===== src/rtl/packet_rr_arbiter.sv =====
`default_nettype none
// ============================================================================
// Module      : packet_rr_arbiter
// Description : Packet-level round-robin arbiter feeding one Avalon-ST stream.
//               The grant is held from SOP to EOP, so packets never interleave.
// Revision    : 1.0 - initial release
// ============================================================================
module packet_rr_arbiter #(
  parameter int NUM_SRC    = 4,
  parameter int DATA_WIDTH = 128
) (
  input  logic                                         clk,
  input  logic                                         rst_n,
  input  logic [NUM_SRC*DATA_WIDTH-1:0]                in_data,
  input  logic [NUM_SRC-1:0]                           in_valid,
  input  logic [NUM_SRC-1:0]                           in_sop,
  input  logic [NUM_SRC-1:0]                           in_eop,
  input  logic [NUM_SRC*$clog2(DATA_WIDTH/8)-1:0]      in_empty,
  output logic [NUM_SRC-1:0]                           in_ready,
  output logic [DATA_WIDTH-1:0]                        out_data,
  output logic                                         out_valid,
  output logic                                         out_sop,
  output logic                                         out_eop,
  output logic [$clog2(DATA_WIDTH/8)-1:0]              out_empty,
  output logic [$clog2(NUM_SRC)-1:0]                   out_channel,
  input  logic                                         out_ready,
  output logic                                         err_no_sop
);

  localparam int c_CH_W    = $clog2(NUM_SRC);
  localparam int c_EMPTY_W = $clog2(DATA_WIDTH/8);

  typedef enum logic [1:0] {
    IDLE = 2'd0,
    ARB  = 2'd1,
    BUSY = 2'd2
  } state_t;

  state_t              r_state;
  logic [c_CH_W-1:0]   r_grant;
  logic [c_CH_W-1:0]   r_rr_ptr;
  logic                r_first;

  logic                w_busy;
  logic                w_xfer;
  logic                w_found;
  logic [c_CH_W-1:0]   w_pick;
  logic [c_CH_W:0]     w_scan_idx;
  logic [c_CH_W-1:0]   w_next_ptr;

  assign w_busy      = (r_state == BUSY);
  assign out_valid   = w_busy & in_valid[r_grant];
  assign out_data    = out_valid ? in_data[r_grant*DATA_WIDTH +: DATA_WIDTH] : '0;
  assign out_sop     = out_valid & in_sop[r_grant];
  assign out_eop     = out_valid & in_eop[r_grant];
  assign out_empty   = out_eop ? in_empty[r_grant*c_EMPTY_W +: c_EMPTY_W] : '0;
  assign out_channel = r_grant;
  assign w_xfer      = out_valid & out_ready;

  always_comb begin
    in_ready = '0;
    if (w_busy) begin
      in_ready[r_grant] = out_ready;
    end
  end

  // Scan starts at rr_ptr; the one-bit-wider index lets non-power-of-two
  // source counts wrap correctly.
  always_comb begin
    w_found    = 1'b0;
    w_pick     = '0;
    w_scan_idx = '0;
    for (int i = 0; i < NUM_SRC; i++) begin
      w_scan_idx = {1'b0, r_rr_ptr} + (c_CH_W+1)'(i);
      if (w_scan_idx >= (c_CH_W+1)'(NUM_SRC)) begin
        w_scan_idx = w_scan_idx - (c_CH_W+1)'(NUM_SRC);
      end
      if (!w_found && in_valid[w_scan_idx[c_CH_W-1:0]]) begin
        w_found = 1'b1;
        w_pick  = w_scan_idx[c_CH_W-1:0];
      end
    end
  end

  assign w_next_ptr = (r_grant == c_CH_W'(NUM_SRC-1)) ? '0 : r_grant + 1'b1;

  always_ff @(posedge clk or negedge rst_n) begin
    if (!rst_n) begin
      r_state    <= IDLE;
      r_grant    <= '0;
      r_rr_ptr   <= '0;
      r_first    <= 1'b0;
      err_no_sop <= 1'b0;
    end else begin
      err_no_sop <= 1'b0;
      case (r_state)
        IDLE: begin
          if (|in_valid) begin
            r_state <= ARB;
          end
        end
        ARB: begin
          if (w_found) begin
            r_grant <= w_pick;
            r_first <= 1'b1;
            r_state <= BUSY;
          end else begin
            r_state <= IDLE;
          end
        end
        BUSY: begin
          if (w_xfer) begin
            r_first    <= 1'b0;
            err_no_sop <= r_first & ~out_sop;
            if (out_eop) begin
              r_state  <= IDLE;
              r_rr_ptr <= w_next_ptr;
            end
          end
        end
        default: begin
          r_state <= IDLE;
        end
      endcase
    end
  end

endmodule
`default_nettype wire


===== config.mk =====
export PLATFORM = sky130hd
export DESIGN_NAME = packet_rr_arbiter
export DESIGN_NICKNAME = d
export VERILOG_FILES = /design/src/rtl/packet_rr_arbiter.sv
export SDC_FILE = /design/constraint.sdc
export NUM_CORES = 1
export LEC_CHECK = 0
export CAP_MARGIN = 30
export CORE_AREA = 2 2 266 268
export CTS_BUF_LIST = sky130_fd_sc_hd__clkbuf_8
export CTS_CLUSTER_SIZE = 16
export DETAILED_ROUTE_END_ITERATION = 10
export DIE_AREA = 0 0 268 270
export PLACE_DENSITY_LB_ADDON = 0.25
export SLEW_MARGIN = 40
export SYNTH_ARGS = -nofsm -noshare
export SYNTH_HDL_FRONTEND = slang
export SYNTH_SLANG_ARGS = --single-unit

===== constraint.sdc =====
create_clock -name clk -period 2.05 [get_ports clk]
set_input_delay 0.41 -clock clk [delete_from_list [all_inputs] [get_ports clk]]
set_output_delay 0.41 -clock clk [all_outputs]
set_load 0.01 [all_outputs]

* Word level (Yosys, flattened, before mapping) *
Index checks and enable logic that the tools add are counted.

word-level totals
  bits of input ports = 543
  output and inout port bits = 142
  logic and storage cells = 95
  flip-flop bits (word level) = 8

cells by class
  shifts and indexed selects = 2
  equality and inequality tests = 7
  add/subtract/negate cells = 8
  multiplexer cells = 42
  bitwise gates (word level) = 7
  $lt $le $gt $ge = 10
  reduce and logical (&&, ||, !) cells = 14

operator list
  operator             number
  $shiftx 512x10->128  1
  $mux 128             1
  $mux 2               13
  $mux 1               16
  $shiftx 16x5->4      1
  $lt 2x3->1 const B   5
  $bmux 1 s2           7
  $ge 3x3->1 const B   3
  $reduce_and 3->1     3
  $mux 4               2
  $sub 2x1->2 const B  4
  $add 2x2->3 const B  2
  $ne 2x2->1 const B   3
  $pmux 2 s3           1
  $and 1x1->1          5
  $and 4x4->4          1
  $eq 2x2->1 const B   2
  $logic_and 1x1->1    4
  $reduce_or 4->1      1
  $add 2x1->3 const B  1
  $ge 2x3->1 const B   1
  $logic_not 1->1      3
  $add 2x1->2 const B  1
  $demux 1 s2          1
  other kinds (8)      8

* Depth between registers and ports, before layout *
  depth in word-level cells = 16
  gate-level depth with buffers = 6
  mapped depth without buffers = 4

* Worst setup path after synthesis *
OpenSTA, ideal clock, no wires.

  path kind = register to output
  from = register r_grant[0], in the netlist out_channel[0]
  to = output out_data[100]
  data required time = 1.640 ns
  arrival = 1.670 ns
  cell stages (with the launch flop) = 6
  path slack = -0.030 ns
  path buffers = 3
  path through = dfrtp_1 buf_6 buf_6 buf_6 mux4_2 and3_1

between the ends
  word-level cells in the longest chain between the ends = 4
  elaborated cells between the ends (all ways) = 5

ends and longest elaborated chain
  element                                                                      RTL line  source
  start, declared                                                              40        logic [c_CH_W-1:0] r_grant;
  start signal, assigned                                                       104       r_grant <= w_pick;
  parallel branches: the longest is 3 deep, another holds $shiftx 512x10->128  n/a
  $mux 128 (*)                                                                 53        assign out_data = out_valid ? in_data[r_grant*DATA_WIDTH +: DATA_WIDTH] : '0;
  end, declared                                                                20        output logic [DATA_WIDTH-1:0] out_data,

Every way passes the cells marked *. The select of a mux whose other input is x is not followed.

* Final worst setup path *
  from = register r_grant[0], in the netlist out_channel[0]
  to = output out_data[102]

The elaborated chain is that of the path after synthesis.

==> results <==
## how the worst min path moves through the flow
stage	start	end	slack (ps)	depth (start not counted)
global placement	r_first$_DFFE_PN0P_	r_first$_DFFE_PN0P_	470	1
finish	rst_n	r_state[0]$_DFFE_PN0P_	480	1
floorplan	rst_n	err_no_sop$_DFF_PN0_	110	0
detailed placement	r_first$_DFFE_PN0P_	r_first$_DFFE_PN0P_	470	1
CTS	r_first$_DFFE_PN0P_	r_first$_DFFE_PN0P_	480	1
global route	rst_n	r_state[0]$_DFFE_PN0P_	500	1
## final cells by class
class                      count  share of cell area
antenna                        5            0.000917
clock buffer                   3             0.00302
clock inverter                 1            0.000275
inverter                       7             0.00192
multi-input combinational    301               0.310
sequential                     8              0.0152
tap                          940              0.0862
timing repair buffer         781               0.583
## cell usage in the layout, fill, tap and decap left out, types with 7 or more instances in the layout
cell type | Yosys | routed
clkbuf_2 | 0 | 50
mux4_2 | 135 | 134
buf_6 | 7 | 18
and3_1 | 137 | 118
buf_4 | 4 | 56
and3_4 | 0 | 19
clkdlybuf4s50_1 | 0 | 539
buf_12 | 0 | 17
dlygate4sd2_1 | 0 | 7
dlymetal6s2s_1 | 0 | 72
## metrics by stage
step                      power [mW]  worst slack [ps]  instances  setup TNS, ps
after CTS                       10.7              -897       2016        -113850
after global placement          9.96             -1120       1998        -126090
final                           11.1              -664       2046         -77190
after floorplan                 5.20              32.5        375              0
after global routing            11.9              -717       2043         -86750
after detailed placement        9.93             -1120       1998        -126030
## logic make-up after synthesis
kind of cell,after synthesis,share of synthesized area
DFF,8,0.0431
adders and majority gates,4,0.0108
buffers and inverters,66,0.0714
muxes,137,0.659
and+or+nand+nor,149,0.199
AOI/OAI and AO/OA,11,0.0162
## registers in the layout (all words and copies together), names as in the netlist
register	count
r_first	1
err_no_sop	1
r_state	2
out_channel	2
r_rr_ptr	2
## repair_timing
item	CTS	global route
hold buffers	0	0
cloned	2	9
endpoints found under the setup margin	146	144
pin swaps	6	4
gates resized for setup	92	210
buffers inserted	13	18
## power by group through the flow
stage	Clock [mW]	Sequential [mW]	Combinational [mW]
floorplan	0	0.285	4.91
finish	0.193	0.350	10.6
global route	0.216	0.362	11.3
CTS	0.199	0.367	10.2
global placement	0	0.371	9.59
detailed placement	0	0.364	9.57
## metal layers
layer / routed length (um) / track usage
met5: 27 / 0
met4: 538 / 0.0121
met3: 3410 / 0.0302
met2: 21200 / 0.190
met1: 14700 / 0.104
==> impl_summary.md <==
Power
The part of the total power dissipated in the clock network is 0.017. The worst-case IR drop observed on VDD is 438 uV. For this design the ratio of total power to cell area is 815 nW/um2.

The internal power is 6.54 mW. The analysis attributes to net switching a power of 4.59 mW. The fraction of power consumed by combinational cells is 0.951. The leakage power is 6.44 nW. The sequential group share of total power is 0.032. Of the total power, the share spent switching nets is 0.412.

Global route
The initial antenna violation count is 8. For this run the aggregate overflow at the end of global routing stands at 0. The via count of the first global-routing pass came to 7570. Entering global routing, the biggest net connects 70 pins. The total global-route track usage is 0.0976. The first global-routing pass estimated 51600 um of wire.

Cells and area
The share of final-layout standard cells stronger than drive strength 1 is 0.300. In the final layout, flip-flops and latches occupy 208 um2. The area growth from synthesis to final layout is 194%. The core utilization of the finished layout is 0.196. The cell area after layout is 13700 um2.

After filler insertion, the fill cell instance count of the layout stands at 7602. The total number of nets in the final design is 1649. The area occupied by multi-input gates is 4230 um2.

Logic synthesis
By area the synthesized netlist is led by mux4_2 (65%), and3_1 (18%), dfrtp_1 (4.3%). Dividing the synthesized area by the synthesized cell count gives 12.4 um2. The number of flip-flops and latches in the synthesized netlist is 8. The most common cell in the synthesized netlist is and3_1. The count of flip-flops with a built-in enable after synthesis is 0. The share of synthesized area in the top cell type comes to 0.655. The cell count after synthesis came out at 375.

The number of nets produced by synthesis is 922. The Yosys step of the flow raised 0 warnings. The number of library cell types mapped by synthesis is 29.

The post-synthesis async set-or-reset flop share is 1.00. The fraction of the yosys area taken by sequential cells is 0.0431. The commonest cells after synthesis are and3_1 (137), mux4_2 (135), clkbuf_1 (33), buf_2 (13), dfrtp_1 (8).

The summed instance area of the synthesized netlist is 4640 um2. The most used flip-flop cell after synthesis is dfrtp_1. The largest area contributor in the netlist is mux4_2.

Drt
For this block, the initial DRC count from the detailed router was 175. The detailed-route DRC error count is 0. The routed layout has 6903 vias.

The average detailed-routed wire length per instance is 19.5 um. The first TritonRoute pass finished after 4 iterations. Using the TritonRoute via totals, the vias-per-cell ratio works out to 3.37. The detail route stage leaves a number of antenna-violating nets equal to 0. The total detailed-routing wirelength is 39900 um.

STA
The measured slew at the worst slew-check pin is 699 ps. The worst-case clock skew is 3.21 ps. The number of slew-limit violations in the final report is 0.

Once routing completed, OpenROAD measured the worst setup slack at -664 ps. The final hold violation count is 0. Setup violations remaining at the end of the flow were counted as 144.

The final cycle utilization of the critical path is 1.32. The worst hold-check slack is 478 ps. Counting I/O delays and the setup requirement, the final critical path takes 2710 ps.

Setup repair after global routing could not meet its margin everywhere. Measured against its own limit, the worst slew margin works out to 0.533. The fmax is 368 MHz.

Setup path
The number of buffer and inverter instances along the worst setup path is 4. The setup check on the worst reg-to-reg path leaves a slack of -370 ps. The worst setup path is captured at a primary output.

The signal on the critical path passes through mux4_4 -> buf_12 -> buf_4 -> buf_16 -> and3_1 -> dlymetal6s2s_1. In this run the number of cells on the critical path is 6. The worst setup path startpoint is out_channel[0]$_DFFE_PN0P_. STA puts the critical path data required time at 1640 ps.

By startpoint and endpoint, the worst setup path is classified as register to primary output. The critical path data arrival time is 2300 ps. The capturing instance or port of the critical path is out_data[102]. The largest incremental delay on the critical path is 670 ps. Among all stages on the critical path, the largest delay is contributed by mux4_4. The endpoint of the lowest-slack register-to-register path is r_rr_ptr[1]$_DFFE_PN0P_. For the worst flop-to-flop path, the logic depth is 7. The source of the worst register-to-register timing path is out_channel[0]$_DFFE_PN0P_. The largest fanout on the critical path is 31. The kind of cell with the highest combined delay along the critical path is multiplexers.

The element type at the critical path start is a register.

Clock network
The longest clock path from root to sink contains 2 buffers. The clock latency reported for the late side of the worst-skew pair is 230 ps. The number of buffers created by CTS is 3. TritonCTS built the clock tree. The root cell of the clock tree is clkbuf_8. The number of levels the H-tree was split into is 1. For this design, the sink count on the clock tree is 8. The clock transition at the registers of the reported paths is 40 ps.

Floorplan
The floorplan step set the die height to 270 um. The initial utilization of the core area, before any placement, comes to 0.0668. The area of the die is 72400 um2. The core area is 69500 um2. The row count is 97. The horizontal extent of the die is 268 um.

The number of ports placed on the die boundary is 685.

Place
In this run the cell area measured after placement is 13000 um2. The detailed-placement wirelength estimate is 32800 um. Input and output buffers added on the ports amount to 684. The weighted congestion at the end of routability-driven global placement is 0.844.

Flow run
Across the run, the number of max-cap violations was 0.

Min path
The path category of the worst min-delay check is input port to asynchronous set/reset pin.

Run status
The final reports fail on setup timing. The run finished, with violations left.
No activity file was read; power rests on OpenSTA's default activity.
